==> config.mk <==
export PLATFORM = sky130hd
export DESIGN_NAME = sprite_commit_sched
export DESIGN_NICKNAME = d
export VERILOG_FILES = /design/src/rtl/sprite_pkg.sv /design/src/rtl/sprite_slot.sv /design/src/rtl/sprite_commit_sched.sv
export SDC_FILE = /design/constraint.sdc
export NUM_CORES = 1
export LEC_CHECK = 0
export ABC_AREA = 1
export CAP_MARGIN = 10
export CORE_MARGIN = 4
export CORE_UTILIZATION = 51
export CTS_CLUSTER_SIZE = 40
export DETAILED_ROUTE_END_ITERATION = 8
export DONT_BUFFER_PORTS = 1
export GPL_TIMING_DRIVEN = 0
export PLACE_DENSITY = 0.71
export SLEW_MARGIN = 20
export SYNTH_ARGS = -nofsm -noshare
export SYNTH_HDL_FRONTEND = slang
export SYNTH_SLANG_ARGS = --single-unit
==> constraint.sdc <==
create_clock -name clk -period 2.1 [get_ports clk]
set_input_delay 0.105 -clock clk [delete_from_list [all_inputs] [get_ports clk]]
set_output_delay 0.105 -clock clk [all_outputs]
set_load 0.01 [all_outputs]
==> src/rtl/sprite_pkg.sv <==
// ============================================================================
// sprite_pkg: shared types and constants for the sprite commit scheduler.
// Rev 1.0
// ============================================================================
`default_nettype none

package sprite_pkg;

    typedef enum logic [1:0] {
        IDLE   = 2'd0,
        COMMIT = 2'd1,
        DONE   = 2'd2
    } state_t;

    localparam logic [4:0] ADDR_STATUS = 5'h1E;
    localparam logic [4:0] ADDR_CTRL   = 5'h1F;

    localparam int X_W = 11;
    localparam int Y_W = 10;

endpackage

`default_nettype wire

==> src/rtl/sprite_slot.sv <==
// ============================================================================
// sprite_slot: pending/effective position registers and valid flags of one sprite.
// Rev 1.0
// ============================================================================
`default_nettype none

module sprite_slot
    import sprite_pkg::*;
#(
    parameter int RESET_X = 100,
    parameter int RESET_Y = 100
) (
    input  logic           clk,
    input  logic           reset_n,
    input  logic           wr_x,
    input  logic           wr_y,
    input  logic [X_W-1:0] x_data,
    input  logic [Y_W-1:0] y_data,
    input  logic           commit_en,
    output logic [X_W-1:0] x_eff,
    output logic [Y_W-1:0] y_eff,
    output logic           x_v,
    output logic           y_v
);

    logic [X_W-1:0] x_pend;
    logic [Y_W-1:0] y_pend;
    logic           commit;

    // Only a fully specified position moves; a half-written one waits.
    assign commit = commit_en && x_v && y_v;

    always_ff @(posedge clk) begin
        if (!reset_n) begin
            x_eff  <= X_W'(RESET_X);
            y_eff  <= Y_W'(RESET_Y);
            x_pend <= X_W'(RESET_X);
            y_pend <= Y_W'(RESET_Y);
            x_v    <= 1'b0;
            y_v    <= 1'b0;
        end else begin
            if (commit) begin
                x_eff <= x_pend;
                y_eff <= y_pend;
            end
            // A bus write landing on the commit cycle keeps its flag set.
            if (wr_x) begin
                x_pend <= x_data;
                x_v    <= 1'b1;
            end else if (commit) begin
                x_v <= 1'b0;
            end
            if (wr_y) begin
                y_pend <= y_data;
                y_v    <= 1'b1;
            end else if (commit) begin
                y_v <= 1'b0;
            end
        end
    end

endmodule

`default_nettype wire

==> src/rtl/sprite_commit_sched.sv <==
// ============================================================================
// sprite_commit_sched: bus-written sprite positions committed once per frame
// at vertical blanking. Optional commit-done irq via SPRITE_COMMIT_IRQ_EN.
// Rev 1.0
// ============================================================================
`default_nettype none

module sprite_commit_sched
    import sprite_pkg::*;
#(
    parameter int NUM_SPRITES = 4,
    parameter int VACTIVE     = 480,
    parameter int RESET_X     = 100,
    parameter int RESET_Y     = 100
) (
    input  logic                       clk,
    input  logic                       reset_n,
    input  logic                       chipselect,
    input  logic                       write,
    input  logic                       read,
    input  logic [4:0]                 address,
    input  logic [15:0]                writedata,
    output logic [15:0]                readdata,
    input  logic [10:0]                hcount,
    input  logic [9:0]                 vcount,
    output logic [NUM_SPRITES*X_W-1:0] sprite_x_eff,
    output logic [NUM_SPRITES*Y_W-1:0] sprite_y_eff,
    output logic                       commit_busy,
    output logic                       irq
);

    localparam logic [3:0] IDX_LAST = 4'(NUM_SPRITES - 1);

    state_t                 state;
    logic [3:0]             idx;
    logic [7:0]             frame_cnt;
    logic                   freeze;
    logic                   bus_wr;
    logic                   bus_rd;
    logic                   vblank_start;
    logic                   pend_any;
    logic [15:0]            rd_val;
    logic [NUM_SPRITES-1:0] wr_x;
    logic [NUM_SPRITES-1:0] wr_y;
    logic [NUM_SPRITES-1:0] commit_en;
    logic [NUM_SPRITES-1:0] x_v;
    logic [NUM_SPRITES-1:0] y_v;
    logic                   unused_bits;

    assign bus_wr       = chipselect && write;
    assign bus_rd       = chipselect && read;
    assign vblank_start = (vcount == 10'(VACTIVE)) && (hcount == 11'd0);
    assign commit_busy  = (state != IDLE);
    assign pend_any     = |(x_v & y_v);
    assign unused_bits  = &{1'b0, writedata[15:11]};

    for (genvar i = 0; i < NUM_SPRITES; i++) begin : g_slot
        assign wr_x[i]      = bus_wr && (address == 5'(2 * i));
        assign wr_y[i]      = bus_wr && (address == 5'(2 * i + 1));
        assign commit_en[i] = (state == COMMIT) && (idx == 4'(i));

        sprite_slot #(
            .RESET_X (RESET_X),
            .RESET_Y (RESET_Y)
        ) u_slot (
            .clk       (clk),
            .reset_n   (reset_n),
            .wr_x      (wr_x[i]),
            .wr_y      (wr_y[i]),
            .x_data    (writedata[X_W-1:0]),
            .y_data    (writedata[Y_W-1:0]),
            .commit_en (commit_en[i]),
            .x_eff     (sprite_x_eff[X_W*i +: X_W]),
            .y_eff     (sprite_y_eff[Y_W*i +: Y_W]),
            .x_v       (x_v[i]),
            .y_v       (y_v[i])
        );
    end

    always_comb begin
        rd_val = 16'd0;
        if (address == ADDR_STATUS) begin
            rd_val = {frame_cnt, 2'b00, freeze, commit_busy, 3'b000, pend_any};
        end else if (address == ADDR_CTRL) begin
            rd_val = {15'd0, freeze};
        end else begin
            for (int i = 0; i < NUM_SPRITES; i++) begin
                if (address == 5'(2 * i))
                    rd_val = {{(16 - X_W){1'b0}}, sprite_x_eff[X_W*i +: X_W]};
                if (address == 5'(2 * i + 1))
                    rd_val = {{(16 - Y_W){1'b0}}, sprite_y_eff[Y_W*i +: Y_W]};
            end
        end
    end

    always_ff @(posedge clk) begin
        if (!reset_n) begin
            state     <= IDLE;
            idx       <= 4'd0;
            frame_cnt <= 8'd0;
            freeze    <= 1'b0;
            readdata  <= 16'd0;
        end else begin
            if (bus_wr && (address == ADDR_CTRL))
                freeze <= writedata[0];
            if (bus_rd)
                readdata <= rd_val;
            case (state)
                IDLE: begin
                    if (vblank_start && !freeze) begin
                        idx   <= 4'd0;
                        state <= COMMIT;
                    end
                end
                COMMIT: begin
                    if (idx == IDX_LAST)
                        state <= DONE;
                    else
                        idx <= idx + 4'd1;
                end
                DONE: begin
                    frame_cnt <= frame_cnt + 8'd1;
                    state     <= IDLE;
                end
                default: state <= IDLE;
            endcase
        end
    end

`ifdef SPRITE_COMMIT_IRQ_EN
    logic irq_q;

    // Set wins over a coincident STATUS-read clear.
    always_ff @(posedge clk) begin
        if (!reset_n)
            irq_q <= 1'b0;
        else if (state == DONE)
            irq_q <= 1'b1;
        else if (bus_rd && (address == ADDR_STATUS))
            irq_q <= 1'b0;
    end
    assign irq = irq_q;
`else
    assign irq = 1'b0;
`endif

endmodule

`default_nettype wire
==> flow_metrics.env <==
export IMPL_status="complete, no violations"
export IMPL_cts_buffers_inserted=22
export IMPL_fin_area_um2=9710
export IMPL_max_freq_mhz=511
export IMPL_required_ps=2470
export IMPL_routed_wl_um=26700
export IMPL_crit_path_end_kind="flop"
export IMPL_drive_gt1_share_pct=9.64
export IMPL_num_vias=7923
export IMPL_syn_num_nets=1210
export IMPL_critical_path_class="reg2reg"
export IMPL_nNetsFinal=1251
export IMPL_r2r_slack_ps=140
export IMPL_min_to="g_slot[2].u_slot.y_pend[4]"
export IMPL_antenna_found_initial=0
export IMPL_instances_no_fill=1434
export IMPL_dieArea_um2=18900
export IMPL_cts_max_level=1
export IMPL_reg2reg_from="state[0]"
export IMPL_sequentialPowerShare_pct=48.1
export IMPL_grt_pass1_vias=7222
export IMPL_syn_area_per_cell_um2=7.36
export IMPL_crit_arrival_ps=2320
export IMPL_clock_skew_ps=8.55
export IMPL_cts_tree="built"
export IMPL_ant_nets=0
export IMPL_grt_overflow=0
export IMPL_critPathMaxFanout=10
export IMPL_clkTransAtPathRegs_ps=60
export IMPL_start_kind="flop"
export IMPL_worst_r2r_endpoint="g_slot[0].u_slot.x_eff[2]"
export IMPL_hold_class="in2reg"
export IMPL_switching_share_pct=22.3
export IMPL_fillers=1566
export IMPL_dp_hpwl_um=19200
export IMPL_slew_headroom_pct=51.8
export IMPL_antenna_cells=0
export IMPL_cts_root_buf="clkbuf_16"
export IMPL_route_detailed_drc=0
export IMPL_hold_path_depth=3
export IMPL_synth_top_cell_area_share_pct=48.6
export IMPL_grt_max_degree=14
export IMPL_tightest_slew_ps=723
export IMPL_layout_common_cells="nor2_1 (257), dfxtp_1 (207), nand2_1 (203), o21ai_0 (136), inv_1 (71)"
export IMPL_core_um2=16500
export IMPL_intPower_uw=6420
export IMPL_start_util_pct=51.8
export IMPL_ys_types=45
export IMPL_drt_first_pass_iters=5
export IMPL_layout_commonest_cell="nor2_1"
export IMPL_clock_sink_count=207
export IMPL_dpl_instance_area_um2=8800
export IMPL_tns_ps=0
export IMPL_ys_seq_area_share_pct=48.6
export IMPL_peakVddDrop_mv=0.546
export IMPL_grt_pass1_wl_um=40500
export IMPL_r2r_cells=8
export IMPL_ys_seq_elements=207
export IMPL_p_sw_uw=1850
export IMPL_p_comb_share_pct=4.3
export IMPL_hold_viol_final=0
export IMPL_port_buffers=0
export IMPL_pwr_share_clk_pct=47.6
export IMPL_netlist_area_um2=8530
export IMPL_worst_hold_slack_ps=13.1
export IMPL_maxCapViolCount=0
export IMPL_place_inst=1378
export IMPL_finalCritPeriodShare_pct=93.2
export IMPL_viasPerCell=5.53
export IMPL_routedWlPerCell_um=18.6
export IMPL_min_period_ps=1960
export IMPL_ctsLongestPathBuffers=3
export IMPL_area_growth_synth_to_final_pct=13.9
export IMPL_setup_viol=0
export IMPL_die_h_um=137
export IMPL_drt_initial_drc_count=728
export IMPL_synth_area_top_cells="dfxtp_1 (49%), nor2_1 (11%), nand2_1 (8.9%)"
export IMPL_rsz0062_at_grt="no"
export IMPL_ys_warn_count=0
export IMPL_ios=149
export IMPL_holdCritStartpoint="writedata[4]"
export IMPL_timing_final_max_slew_violations=0
export IMPL_routabilityCongestion=0.917
export IMPL_die_x_um=137
export IMPL_power_density_nw_per_um2=851
export IMPL_synth_top_area_cell="dfxtp_1"
export IMPL_grt_usage_pct=27.9
export IMPL_rows=47
export IMPL_clock_latency_ps=500
export IMPL_leakagePower_uw=0.00429
export IMPL_syn_inst=1158
==> cell type report <==
class	count	area, um^2	share of cell area [%]
Tap cell	220	275	2.83
Sequential cell	207	4140	42.7
Clock buffer	36	694	7.15
Multi-Input combinational cell	798	3720	38.3
Buffer	69	339	3.49
Clock inverter	3	40.0	0.412
Timing Repair Buffer	17	170	1.75
Inverter	84	328	3.37
==> synth_stat cells (all sizes together) <==
cell / count
nor2: 273
dfxtp: 207
nand2: 207
o21ai: 147
inv: 82
a21oi: 58
nand3: 46
clkbuf: 35
buf: 34
nand4: 18
o211ai: 16
or2: 7
ha: 5
nor3: 5
o22ai: 4
a31oi: 2
clkinv: 2
nor4: 2
a211oi: 1
a221oi: 1
conb: 1
nand3b: 1
nor3b: 1
o21a: 1
o21bai: 1
o311ai: 1
==> logic make-up (layout without fill, tap and decap cells) <==
group	count (synthesis)	count (layout)	share of synthesized area (%)
and+or+nand+nor	560	560	28.0
adders and majority gates	5	5	0.734
buffers and inverters	153	209	7.81
DFF	207	207	48.6
other	1	1	0.0440
AOI/OAI and AO/OA	232	232	14.8
==> sequential cells by signal (all words and copies together), names as in the netlist <==
signal,cells
frame_cnt,8
freeze,1
g_slot.u_slot.x_eff,44
g_slot.u_slot.x_pend,44
g_slot.u_slot.x_v,4
g_slot.u_slot.y_eff,40
g_slot.u_slot.y_pend,40
g_slot.u_slot.y_v,4
idx,4
readdata,16
state,2
==> power groups by stage <==
stage | registers [uW] | logic (uW) | clock network [uW]
finish | 3970 | 354 | 3940
global route | 3980 | 387 | 4110
CTS | 3970 | 347 | 3950
detailed placement | 4060 | 322 | 0
global placement | 4060 | 320 | 0
floorplan | 4060 | 219 | 0
==> per-stage QoR <==
stage | util (%) | worst slack (ps) | total power (uW)
2_1_floorplan | - | 633 | 4280
3_3_place_gp | 53.5 | 132 | 4380
3_5_place_dp | 53.5 | 112 | 4380
4_1_cts | 59.0 | 115 | 8280
5_1_grt | 59.0 | 34.9 | 8470
6_report | 59.0 | 143 | 8270
==> critical path, cell delays in order (launching register included) <==
cell	delay, ps
dfxtp_1	370
inv_1	70
nor2_1	130
nand2_1	80
inv_1	120
nand4_1	390
clkbuf_2	420
nand2_1	170
nand3_1	80
==> routing by layer <==
metal  up-vias  wire length (um)  GRT usage [%]  share of wire (%)
met4         0              1030           10.9                3.9
met2       395             11700           42.6                 44
met3        73              2900           7.27                 11
met1      3627             11000           37.7                 41
met5         -                 0              0                  0
li1       3828                 -              -                  -
==> worst max-delay path by stage <==
stage / cells after the start / slack (ps) / startpoint / endpoint
floorplan: 9 / 630 / idx[0] / g_slot[3].u_slot.x_eff[0]
global placement: 8 / 130 / state[0] / g_slot[0].u_slot.y_eff[8]
detailed placement: 8 / 110 / state[0] / g_slot[0].u_slot.y_eff[8]
CTS: 8 / 120 / state[0] / g_slot[0].u_slot.y_eff[8]
global route: 7 / 30 / hcount[0] / idx[3]
finish: 8 / 140 / state[0] / g_slot[0].u_slot.x_eff[2]
==> timing repair <==
action | 4_1_cts | 5_1_grt
setup endpoints to repair | 0 | 4
hold buffers | 17 | 0
hold endpoints to repair | 46 | 0
buffers inserted | 0 | 0
gates resized for setup | 0 | 3
(Power assumes the default switching activity.)
